==> config.mk <==
export PLATFORM = sky130hd
export DESIGN_NAME = alu_seq_ctrl_flat
export DESIGN_NICKNAME = d
export VERILOG_FILES = /design/src/rtl/alu_seq_ctrl_if.sv /design/src/rtl/alu_seq_ctrl.sv /design/src/flat_wrapper.sv
export SDC_FILE = /design/constraint.sdc
export NUM_CORES = 1
export LEC_CHECK = 0
export ABC_CLOCK_PERIOD_IN_PS = 2600
export CORE_MARGIN = 3
export CORE_UTILIZATION = 49
export CTS_CLUSTER_SIZE = 30
export DETAILED_ROUTE_END_ITERATION = 8
export PLACE_DENSITY = 0.85
export SYNTH_ARGS = -nofsm -noshare
export SYNTH_HDL_FRONTEND = slang
export SYNTH_SLANG_ARGS = --single-unit
==> constraint.sdc <==
create_clock -name clk -period 2.6 [get_ports clk]
set_input_delay 0.39 -clock clk [delete_from_list [all_inputs] [get_ports clk]]
set_output_delay 0.39 -clock clk [all_outputs]
set_load 0.02 [all_outputs]
==> src/rtl/alu_seq_ctrl_if.sv <==
// Operand, adder and result signals between alu_seq_ctrl and its producer, adder and consumer.
interface alu_seq_ctrl_if;
    logic       in_valid;
    logic [7:0] in_data;
    logic       in_ready;
    logic       chain;
    logic [7:0] alu_a;
    logic [7:0] alu_b;
    logic [7:0] alu_c;
    logic       alu_over;
    logic [7:0] result;
    logic       ovf;
    logic       ovf_sticky;
    logic       res_valid;
    logic       res_ready;
    logic [7:0] op_cnt;

    modport slave (
        input  in_valid, in_data, chain, alu_c, alu_over, res_ready,
        output in_ready, alu_a, alu_b, result, ovf, ovf_sticky, res_valid, op_cnt
    );

    modport master (
        output in_valid, in_data, chain, alu_c, alu_over, res_ready,
        input  in_ready, alu_a, alu_b, result, ovf, ovf_sticky, res_valid, op_cnt
    );
endinterface

==> src/rtl/alu_seq_ctrl.sv <==
// Sequences two operand bytes into an external adder and captures sum/overflow; result valid two edges after B.
// Operand input stalls (in_ready=0) while a result is in flight; the result holds until res_ready.
module alu_seq_ctrl #(
    parameter bit CHAIN_EN = 1'b1
) (
    input  logic               clk,
    input  logic               rst_n,
    input  logic               clear,
    alu_seq_ctrl_if.slave      bus
);

    typedef enum logic [1:0] {GET_A, GET_B, EXEC, HOLD} state_t;

    state_t     state_q, state_d;
    logic [7:0] a_q, a_d;
    logic [7:0] b_q, b_d;
    logic [7:0] result_q, result_d;
    logic       ovf_q, ovf_d;
    logic       sticky_q, sticky_d;
    logic       vld_q, vld_d;
    logic [7:0] cnt_q, cnt_d;

    always_ff @(posedge clk or negedge rst_n) begin
        if (!rst_n) begin
            state_q  <= GET_A;
            a_q      <= 8'h00;
            b_q      <= 8'h00;
            result_q <= 8'h00;
            ovf_q    <= 1'b0;
            sticky_q <= 1'b0;
            vld_q    <= 1'b0;
            cnt_q    <= 8'h00;
        end else begin
            state_q  <= state_d;
            a_q      <= a_d;
            b_q      <= b_d;
            result_q <= result_d;
            ovf_q    <= ovf_d;
            sticky_q <= sticky_d;
            vld_q    <= vld_d;
            cnt_q    <= cnt_d;
        end
    end

    always_comb begin
        state_d  = state_q;
        a_d      = a_q;
        b_d      = b_q;
        result_d = result_q;
        ovf_d    = ovf_q;
        sticky_d = sticky_q;
        vld_d    = vld_q;
        cnt_d    = cnt_q;

        // clear outranks any handshake on the same edge
        if (clear) begin
            state_d  = GET_A;
            a_d      = 8'h00;
            b_d      = 8'h00;
            result_d = 8'h00;
            ovf_d    = 1'b0;
            sticky_d = 1'b0;
            vld_d    = 1'b0;
            cnt_d    = 8'h00;
        end else begin
            case (state_q)
                GET_A: if (bus.in_valid) begin
                    a_d     = bus.in_data;
                    state_d = GET_B;
                end
                GET_B: if (bus.in_valid) begin
                    b_d     = bus.in_data;
                    state_d = EXEC;
                end
                EXEC: begin
                    result_d = bus.alu_c;
                    ovf_d    = bus.alu_over;
                    sticky_d = sticky_q | bus.alu_over;
                    vld_d    = 1'b1;
                    state_d  = HOLD;
                end
                HOLD: if (bus.res_ready) begin
                    vld_d = 1'b0;
                    cnt_d = cnt_q + 8'h01;
                    if (CHAIN_EN && bus.chain) begin
                        a_d     = result_q;
                        state_d = GET_B;
                    end else begin
                        state_d = GET_A;
                    end
                end
                default: state_d = GET_A;
            endcase
        end
    end

    assign bus.in_ready   = (state_q == GET_A) || (state_q == GET_B);
    assign bus.alu_a      = a_q;
    assign bus.alu_b      = b_q;
    assign bus.result     = result_q;
    assign bus.ovf        = ovf_q;
    assign bus.ovf_sticky = sticky_q;
    assign bus.res_valid  = vld_q;
    assign bus.op_cnt     = cnt_q;

endmodule

==> src/flat_wrapper.sv <==
// flat-port wrapper written by rule: the top's interface ports become plain ports
module alu_seq_ctrl_flat 
#(
    parameter bit CHAIN_EN = 1'b1
)
  (clk, rst_n, clear, bus_in_valid, bus_in_data, bus_chain, bus_alu_c, bus_alu_over, bus_res_ready, bus_in_ready, bus_alu_a, bus_alu_b, bus_result, bus_ovf, bus_ovf_sticky, bus_res_valid, bus_op_cnt);
  alu_seq_ctrl_if bus_i ();
  input  logic clk;
  input  logic rst_n;
  input  logic clear;
  input wire logic [$bits(bus_i.in_valid)-1:0] bus_in_valid;
  input wire logic [$bits(bus_i.in_data)-1:0] bus_in_data;
  input wire logic [$bits(bus_i.chain)-1:0] bus_chain;
  input wire logic [$bits(bus_i.alu_c)-1:0] bus_alu_c;
  input wire logic [$bits(bus_i.alu_over)-1:0] bus_alu_over;
  input wire logic [$bits(bus_i.res_ready)-1:0] bus_res_ready;
  output wire logic [$bits(bus_i.in_ready)-1:0] bus_in_ready;
  output wire logic [$bits(bus_i.alu_a)-1:0] bus_alu_a;
  output wire logic [$bits(bus_i.alu_b)-1:0] bus_alu_b;
  output wire logic [$bits(bus_i.result)-1:0] bus_result;
  output wire logic [$bits(bus_i.ovf)-1:0] bus_ovf;
  output wire logic [$bits(bus_i.ovf_sticky)-1:0] bus_ovf_sticky;
  output wire logic [$bits(bus_i.res_valid)-1:0] bus_res_valid;
  output wire logic [$bits(bus_i.op_cnt)-1:0] bus_op_cnt;
  assign bus_i.in_valid = bus_in_valid;
  assign bus_i.in_data = bus_in_data;
  assign bus_i.chain = bus_chain;
  assign bus_i.alu_c = bus_alu_c;
  assign bus_i.alu_over = bus_alu_over;
  assign bus_i.res_ready = bus_res_ready;
  assign bus_in_ready = bus_i.in_ready;
  assign bus_alu_a = bus_i.alu_a;
  assign bus_alu_b = bus_i.alu_b;
  assign bus_result = bus_i.result;
  assign bus_ovf = bus_i.ovf;
  assign bus_ovf_sticky = bus_i.ovf_sticky;
  assign bus_res_valid = bus_i.res_valid;
  assign bus_op_cnt = bus_i.op_cnt;
  alu_seq_ctrl #(.CHAIN_EN(CHAIN_EN)) u_core (.clk(clk), .rst_n(rst_n), .clear(clear), .bus(bus_i));
endmodule
==> results of run 1 <==
[final cells by class]
class	instances	area, um^2	share of cell area
clock inverter	1	30.03	0.01202
sequential	37	925.9	0.3707
clock buffer	7	55.05	0.02204
inverter	4	15.01	0.006012
multi-input combinational	120	803.3	0.3216
tap	46	57.56	0.02305
timing repair buffer	62	610.6	0.2445
[per-layer routing]
layer	up-vias	GRT usage	part of all wire
li1	729	-	-
met1	735	0.2604	0.42
met2	50	0.3804	0.50
met3	4	0.07589	0.065
met4	0	0.06853	0.012
met5	-	0	0
[metrics by stage]
stage	hold slack, ps	total power, W	area, um^2	setup WS [ps]
2_1_floorplan	94.41	0.001252	1790	1018
3_3_place_gp	481.1	0.001577	2412	644.6
3_5_place_dp	492.2	0.001607	2412	555.8
4_1_cts	472.4	0.002026	2497	189.1
5_1_grt	501.0	0.002134	2497	88.80
6_report	465.3	0.002016	2497	193.5
[worst register-to-register path, delay by kind of cell, from the launching register on]
kind	cells	cell delay, ps
AO/OA/AOI/OAI	2	340
adder cells (fa/ha/maj)	1	190
buffers and inverters	2	330
flip-flops	1	450
multiplexers	1	370
[registers in the layout, indices dropped and copies added (netlist names)]
signal	flops
u_core.bus.alu_a	8
u_core.state_q	2
u_core.bus.ovf_sticky	1
u_core.bus.result	8
u_core.bus.op_cnt	8
u_core.bus.res_valid	1
u_core.bus.alu_b	8
u_core.bus.ovf	1
[path summary, 6_finish.rpt]
path | from | to | slack, ps | cells past startpoint
worst max-delay path | u_core.state_q[0]$_DFFE_PN0P_ | bus_in_ready | 190 | 4
worst min-delay path | rst_n | u_core.bus.alu_b[0]$_DFFE_PN0P_ | 470 | 2
worst max register to register | u_core.state_q[1]$_DFFE_PN0P_ | u_core.state_q[0]$_DFFE_PN0P_ | 810 | 6
worst min register to register | u_core.bus.ovf_sticky$_DFFE_PN0P_ | u_core.bus.ovf_sticky$_DFFE_PN0P_ | 510 | 2
max in group asynchronous | rst_n | u_core.bus.op_cnt[1]$_DFFE_PN0P_ | 1800 | 2
min in group clk | u_core.bus.ovf_sticky$_DFFE_PN0P_ | u_core.bus.ovf_sticky$_DFFE_PN0P_ | 510 | 2
[kinds of logic (layout without fill, tap and decap cells)]
group | count (synthesis) | in the layout | synth area share
AO/OA/AOI/OAI | 43 | 43 | 0.1482
XOR/XNOR | 2 | 2 | 0.009785
adder cells (fa/ha/maj) | 7 | 7 | 0.04891
buffers and inverters | 14 | 74 | 0.03424
flip-flops | 37 | 37 | 0.5171
multiplexers | 20 | 20 | 0.1132
AND/OR/NAND/NOR | 48 | 48 | 0.1286
[report_power, final]
part           internal, W  total (W)  switching (W)
Clock             0.000230   0.000421       0.000191
Sequential        0.000681   0.000763      0.0000820
Combinational     0.000391   0.000831       0.000440
Total              0.00130    0.00202       0.000714
[Yosys cell counts (2+ instances only)]
cell type,instances
dfrtp_1,37
a21oi_1,25
mux2i_1,18
nand3_1,13
nand2_1,12
nor2_1,12
a311oi_1,8
ha_1,7
clkbuf_1,5
buf_2,4
inv_1,4
o21ai_0,3
mux2_2,2
nand2b_1,2
nand4_1,2
o31ai_1,2
or3_1,2
or4_1,2
xor2_1,2
==> results.sh, run 1 <==
export IMPL_cts_resized=0
export IMPL_syn_inst=171
export IMPL_drv_cap=0
export IMPL_fmax_mhz=415.5
export IMPL_clk_latency_ps=340
export IMPL_finalSetupViolCount=0
export IMPL_cts_sinks=37
export IMPL_post_cts_buffers=0
export IMPL_rows=21
export IMPL_die_height_um=66.45
export IMPL_synth_nets=201
export IMPL_syn_area_um2=1790
export IMPL_hold_violations=0
export IMPL_tritoncts="done"
export IMPL_hpwl_um=3261
export IMPL_antennaDiodeCount=0
export IMPL_cts_hold_buf=0
export IMPL_syn_to_final_growth_pct=39.48
export IMPL_startpoint_type="register"
export IMPL_chipWidth_um=66.45
export IMPL_arrival_ps=2020
export IMPL_drtIter0Drc=143
export IMPL_yosysSeqAreaShare=0.5171
export IMPL_grt_setup_unrepaired="no"
export IMPL_grt_antenna_before_repair=0
export IMPL_grtUsageTotal=0.2219
export IMPL_maxSlewViolCount=0
export IMPL_critPathMaxStageDelay_ps=530
export IMPL_start_util=0.5242
export IMPL_root_buffer="clkbuf_4"
export IMPL_grt_overflow_total=0
export IMPL_clock_skew_final_ps=5.410
export IMPL_outcome="finished clean"
export IMPL_drive_gt1_frac=0.07359
export IMPL_drc=0
export IMPL_syn_area_per_cell_um2=10.47
export IMPL_cts_buffers=5
export IMPL_clockBufferDepth=2
export IMPL_drt_pass1_iterations=4
export IMPL_most_common_layout_cells="58 x clkdlybuf4s50_1, 37 x dfrtp_1, 25 x a21oi_1, 18 x mux2i_1, 13 x nand3_1"
export IMPL_dp_cells=269
export IMPL_cts_clk_slew_worst_paths_ps=110
export IMPL_grt_pass1_vias=1647
export IMPL_synth_top_area_frac=0.5171
export IMPL_routed_wl_um=4431
export IMPL_powerDensity_nw_per_um2=807.1
export IMPL_grt_first_pass_wirelength_um=7438
export IMPL_yosysUniqueCellTypes=28
export IMPL_setup_tns_final_ps=0
export IMPL_wl_per_cell_um=16.00
export IMPL_min_period_ps=2407
export IMPL_yosysTopAreaCell="dfrtp_1"
export IMPL_crit_family="buffers and inverters"
export IMPL_pin_count=59
export IMPL_synthArstFlopShare=1.000
export IMPL_ir_worst_vdd_uv=544.3
export IMPL_postRouteAntennaNets=0
export IMPL_vias_per_cell=5.480
export IMPL_ys_seq_elements=37
export IMPL_final_core_util=0.7311
export IMPL_period_share=0.9256
export IMPL_synth_edf_count=0
export IMPL_nets=260
export IMPL_port_buffers=58
export IMPL_final_cells=277
export IMPL_vias=1518
export IMPL_worstSetupPathType="reg2out"
export IMPL_grt_max_degree=38
export IMPL_gp_congestion=0.7909
export IMPL_placeableCoreArea_um2=3416
export IMPL_cp_num_buf_inv=2
export IMPL_htree_levels=2
export IMPL_fill_cells=251
export IMPL_synth_warnings=0
export IMPL_slew_headroom=0.5960
export IMPL_cp_data_required_time_ps=2210
export IMPL_leakagePower_nw=1.010
export IMPL_path_cells="inv_1, ha_1, or2_2, clkdlybuf4s50_1"
export IMPL_final_common_cell="clkdlybuf4s50_1"
export IMPL_ys_flop_type="dfrtp_1"
export IMPL_critPathCaptureType="output pin"
export IMPL_critPathMaxFanout=7
export IMPL_hold_class="in2async"
export IMPL_crit_path_top_delay_cell="clkdlybuf4s50_1"
export IMPL_die_area_um2=4416
export IMPL_yosys_top_cells_area="dfrtp_1 52%, mux2i_1 10%, a21oi_1 7.0%"
export IMPL_tightest_slew_ps=606.0
(Power assumes the default switching activity.)
==> run 2: changes to the inputs <==
--- a/config.mk
+++ b/config.mk
@@ -14,3 +14,4 @@
 export SYNTH_ARGS = -nofsm -noshare
 export SYNTH_HDL_FRONTEND = slang
 export SYNTH_SLANG_ARGS = --single-unit
+export TNS_END_PERCENT = 20
==> results of run 2 <==
Same layout as run 1: the final DEF is identical, and so are final timing and power.
==> variant 1, RTL diff (settings of run 1) <==
`CHAIN_EN` is set to 1'b1 in 2 places; all go to 1'b0.
--- a/src/rtl/alu_seq_ctrl.sv
+++ b/src/rtl/alu_seq_ctrl.sv
@@ -3,3 +3,3 @@
 module alu_seq_ctrl #(
-    parameter bit CHAIN_EN = 1'b1
+    parameter bit CHAIN_EN = 1'b0
 ) (
--- a/src/flat_wrapper.sv
+++ b/src/flat_wrapper.sv
@@ -3,3 +3,3 @@
 #(
-    parameter bit CHAIN_EN = 1'b1
+    parameter bit CHAIN_EN = 1'b0
 )
Check against the original RTL: not equivalent (Yosys sat finds a counterexample within 10 cycles, from zero or initial values and one cycle with rst_n low).
==> variant 1 against run 1 <==
  * Total power is 12% lower
  * Clock skew increased by 0.0017 ns
  * Sequential cell count unchanged
  * Register-to-register slack gained 0.17 ns
  * Synthesized area is 7.4% lower
  * Die area shrank 6.8%
  * Sequential power down 5.9%
  * Final area fell by 6.6%
  * Worst setup slack gained 0.012 ns
  * Wire length decreased by 8.1%
  * Critical endpoint unchanged
  * Largest cell class unchanged
  * Highest routed layer unchanged
==> variant 1: results (changes against run 1) <==
Status
  • Status: completed

Timing
  • Slew margin rel.: 56.7% (-2.9 points)
  • Max Clock Skew: 0.00715 ns (+0.00174 ns)

Routing
  • Final wirelength: 4070 µm (-8.1%)
  • Drt via density: 5.24 (-4.4%)
  • First DRT Iteration DRCs: 54 (-62%)
  • TritonRoute pass-1 iters: 4 (unchanged)

GRT
  • Gr usage total: 21.4% (-0.79 points)
  • Largest net degree at the start of global routing: 38 (unchanged)
  • Vias in the first global route: 1370 (-17%)
  • Initial antenna violation count: 0 (unchanged)
  • First-pass GRT wire length: 6660 µm (-10%)

Power and ir drop
  • Maximum VDD drop: 522 µV (-4.2%)
  • Lkg Pwr: 0.968 nW (-4.2%)

Finish
  • Final Util: 74.6% (+1.4 points)
  • Fillers: 238 (-5.2%)
  • Nets: 253 (-2.7%)
  • Final cell count without fillers: 269 (-2.9%)
  • Inserted Diodes: 0 (unchanged)
  • Share of cells above drive strength 1: 6.67% (-0.69 points)

Clocking
  • Post-CTS Resized: 0 (unchanged)
  • Setup bufs post-CTS: 0 (unchanged)
  • CTS clk-pin slew, worst paths: about 0.1 ns
  • H-tree levels: 2 (unchanged)
  • Inserted Clock Buffers: 5 (unchanged)
  • Worst skew pair latency: 0.32 ns (-0.02 ns)
  • CTS max path bufs: 2 (unchanged)
  • Root buffer cell: clkbuf_4

Synth
  • Synthesized Nets: 196 (-2.5%)
  • Top FF cell, synth: dfrtp_1
  • Register area share after synthesis: 55.8% (+4.1 points)
  • Yosys warns: 0 (unchanged)
  • Post-synth top cells: dfrtp_1, a21oi_1, nand2_1
  • Synth async-reset ratio: 100% (unchanged)
  • Top cells by area, synth: dfrtp_1, a21oi_1, nand3_1, mux2i_1, nand2_1
  • Unique masters post-synth: 27 (-3.6%)
  • Synth top area share: 55.8% (+4.1 points)
  • Post-Syn Instances: 167 (-2.3%)

Critical path
  • Worst EP arrival: 2.00 ns (-0.02 ns)
  • Worst-case reg-to-reg path depth: 4 (-2)
  • CP max-delay cell: clkdlybuf4s50_1
  • Delay-heaviest family, CP: buffers and inverters
  • Slowest stage delay, CP: 0.54 ns
  • Worst-path fanout max: 11 (+4)

Placed design
  • PortBufs: 57 (-1.7%)
  • Dpl cell area: 0.00226 mm² (-6.2%)
  • Dpl ws: 0.559 ns (+0.00307 ns)
  • RePlAce Congestion: 0.799 (+1.0%)
  • DP HPWL: 3030 µm (-7.1%)
  • Placed instance count: 261 (-3.0%)

Worst hold path
  • Hold Path Class: input port to asynchronous set/reset pin
[variant 1: cell count changes after synthesis, moves of 3 or more]
cell	change
a311oi_1	-7
buf_1	+3
nand2_1	+9
mux2i_1	-9
nand3_1	+7
[variant 1: cells by family (layout without fill, tap and decap cells)]
| family | count (synthesis) | count (layout) | share of synthesized area, % |
|---|---|---|---|
| adder cells (fa/ha/maj) | 6 | 6 | 4.53 |
| multiplexers | 9 | 9 | 5.43 |
| AO/OA/AOI/OAI | 35 | 35 | 11.6 |
| flip-flops | 37 | 37 | 55.8 |
| AND/OR/NAND/NOR | 66 | 66 | 18.6 |
| buffers and inverters | 12 | 70 | 2.87 |
| XOR/XNOR | 2 | 2 | 1.06 |
[variant 1: final timing paths]
check                                      start               endpoint  slack, ns
min                                        rst_n   u_core.bus.result[1]       0.46
max                            u_core.state_q[0]           bus_in_ready       0.21
min in group clk           u_core.bus.ovf_sticky  u_core.bus.ovf_sticky       0.50
max reg2reg                    u_core.state_q[0]      u_core.state_q[0]       0.98
min reg2reg                u_core.bus.ovf_sticky  u_core.bus.ovf_sticky       0.50
max in group asynchronous                  rst_n   u_core.bus.result[4]       1.80
[variant 1: power breakdown]
| group | internal, mW | switching [mW] |
|---|---|---|
| registers | 0.662 | 0.0560 |
| clock network | 0.157 | 0.174 |
| logic | 0.318 | 0.399 |
[variant 1: layout make-up]
type / count / area share, %
Inverter: 3 / 0.483
Clock buffer: 7 / 2.79
Clock inverter: 1 / 0.215
Sequential cell: 37 / 39.7
Timing Repair Buffer: 59 / 25.1
Multi-Input combinational cell: 118 / 29.3
Tap cell: 44 / 2.36
[variant 1: per-layer routing]
layer	vias to the layer above	global-route usage (%)	wire length, µm
li1	691	-	-
met1	667	25.8	1620
met2	47	35.2	2140
met3	4	7.56	250
met4	0	7.92	58
met5	-	0	0
==> variant 2, RTL diff (config.mk and constraints of run 1) <==
Without the edit above. Take the reset off `result_q` and load it in a clocked block of its own.
--- a/src/rtl/alu_seq_ctrl.sv
+++ b/src/rtl/alu_seq_ctrl.sv
@@ -27,3 +27,2 @@
             b_q      <= 8'h00;
-            result_q <= 8'h00;
             ovf_q    <= 1'b0;
@@ -36,3 +35,2 @@
             b_q      <= b_d;
-            result_q <= result_d;
             ovf_q    <= ovf_d;
@@ -42,2 +40,6 @@
         end
+    end
+
+    always_ff @(posedge clk) begin
+        result_q <= result_d;
     end
Check against the original RTL: differs if rst_n is asserted again (counterexample within 4 cycles, from zero or initial values and one cycle with rst_n low); with rst_n held inactive, the same outputs for 10 cycles.
==> variant 2 against run 1 <==
  * Global-route usage shrank 1.7 points
  * Non-clock buffer count grew 2
  * Sequential cell count is the same
  * Clock skew grew 0.0012 ns
  * Synthesized area shrank 1.8%
  * Worst setup slack lost 0.025 ns
  * Total power shrank 4.1%
  * First-iteration DRC count shrank 7.0%
  * Final area shrank 0.20%
  * Wire length shrank 6.1%
  * Highest routed layer unchanged
==> variant 2: results (changes against run 1) <==
Synth
  • Top FF cell, synth: dfrtp_1
  • Synthesized Nets: 201 (unchanged)
  • Top cells by area, synth: dfrtp_1, mux2i_1, dfxtp_1, mux2_2, ha_1
  • Post-Syn Instances: 171 (unchanged)
  • Synth async-reset ratio: 78.4% (-22 points)
  • Yosys warns: 0 (unchanged)
  • Unique masters post-synth: 25 (-11%)
  • Register area share after synthesis: 50.4% (-1.3 points)
  • Post-synth top cells: dfrtp_1, nor2_1, mux2i_1

Clocking
  • Inserted Clock Buffers: 5 (unchanged)
  • H-tree levels: 2 (unchanged)
  • Post-CTS Resized: 0 (unchanged)
  • CTS clk-pin slew, worst paths: 0.11 ns (about the same)
  • Setup bufs post-CTS: 0 (unchanged)
  • Worst skew pair latency: 0.35 ns
  • Root buffer cell: clkbuf_4
  • CTS max path bufs: 2 (unchanged)

Routing
  • Top Metal Used: met4
  • TritonRoute pass-1 iters: 5 (+1)
  • Final wirelength: 4160 µm (-6.1%)
  • Met2 Wirelength: 1980 µm (-12%)
  • Met1 wire length: 1780 µm (-3.8%)
  • First DRT Iteration DRCs: 133 (-7.0%)
  • Met3 WL post-DR: 314 µm (+8.7%)
  • DRC Markers: 0 (unchanged)
  • Drt via density: 5.32 (-2.9%)

Critical path
  • Worst-path fanout max: 7 (unchanged)
  • CP max-delay cell: clkdlybuf4s50_1
  • Delay-heaviest family, CP: buffers and inverters
  • Slowest stage delay, CP: 0.54 ns

Placed design
  • Dpl ws: 0.527 ns (-0.0291 ns)
  • Placed instance count: 273 (+1.5%)
  • Dpl cell area: 0.00241 mm² (-0.21%)
  • RePlAce Congestion: 0.765 (-3.3%)
  • DP HPWL: 3000 µm (-8.1%)
  • PortBufs: 58 (unchanged)

Power and ir drop
  • Sw frac: 34.3% (-1.2 points)
  • Maximum VDD drop: 505 µV (-7.3%)
  • Lkg Pwr: 1.02 nW (+0.65%)

Finish
  • Inserted Diodes: 0 (unchanged)
  • Share of cells above drive strength 1: 10.6% (+3.3 points)
  • Nets: 264 (+1.5%)
  • Final cell count without fillers: 281 (+1.4%)

Worst hold path
  • Hold Path Class: input port to asynchronous set/reset pin

GRT
  • Largest net degree at the start of global routing: 30 (-21%)
  • Initial antenna violation count: 0 (unchanged)
  • Vias in the first global route: 1473 (-11%)
  • Gr usage total: 20.5% (-1.7 points)
  • First-pass GRT wire length: 6600 µm (-11%)

Timing
  • Max Clock Skew: 0.00665 ns (+0.00124 ns)
  • Slew margin rel.: 55.4% (-4.2 points)

Status
  • Status: completed
## variant 2: cell count changes after synthesis, moves of 2 or more
cell,run 1,this run
a21oi_1,25,17
a311oi_1,8,0
dfrtp_1,37,29
dfxtp_1,0,8
nor2_1,12,20
mux2_2,2,9
nand2b_1,2,4
## variant 2: worst paths after layout
check / startpoint / endpoint / slack [ns] / cells after the start
setup / recovery: u_core.state_q[0] / bus_in_ready / 0.17 / 4
max in group asynchronous: rst_n / u_core.bus.alu_b[2] / 1.90 / 2
setup reg to reg: u_core.state_q[0] / u_core.bus.alu_a[0] / 0.62 / 4
hold reg to reg: u_core.bus.ovf_sticky / u_core.bus.ovf_sticky / 0.51 / 2
min in group clk: u_core.bus.ovf_sticky / u_core.bus.ovf_sticky / 0.51 / 2
hold / removal: rst_n / u_core.bus.op_cnt[2] / 0.41 / 2
## variant 2: cell families after synthesis
kind of cell,count (synthesis),synth area share [%]
simple gates,57,14.9
flops,37,50.4
compound gates,28,9.32
mux,28,16.6
buf+inv,12,2.78
fa+ha+maj,7,4.98
xor+xnor,2,0.997
## variant 2: area by class of cell
cell class / count / area [µm²]
clock inverters: 1 / 30.0
well taps: 46 / 57.6
repair buffers: 64 / 626
flip-flops and latches: 37 / 886
multi-input cells: 122 / 823
inverters: 4 / 15.0
fillers: 246 / 897
clock buffers: 7 / 55.1
## variant 2: routing by layer
metal  vias to the layer above  track usage, %
met4                         0            11.1
met5                         -               0
li1                        716               -
met3                         8            6.46
met1                       720            24.6
met2                        52            32.5
## variant 2: power groups by stage
stage | registers, mW | logic [mW] | clock network (mW)
after detailed placement | 0.758 | 0.758 | 0
after floorplan | 0.852 | 0.328 | 0
after CTS | 0.748 | 0.766 | 0.426
final | 0.749 | 0.759 | 0.424
after global placement | 0.757 | 0.745 | 0
after global routing | 0.764 | 0.820 | 0.450
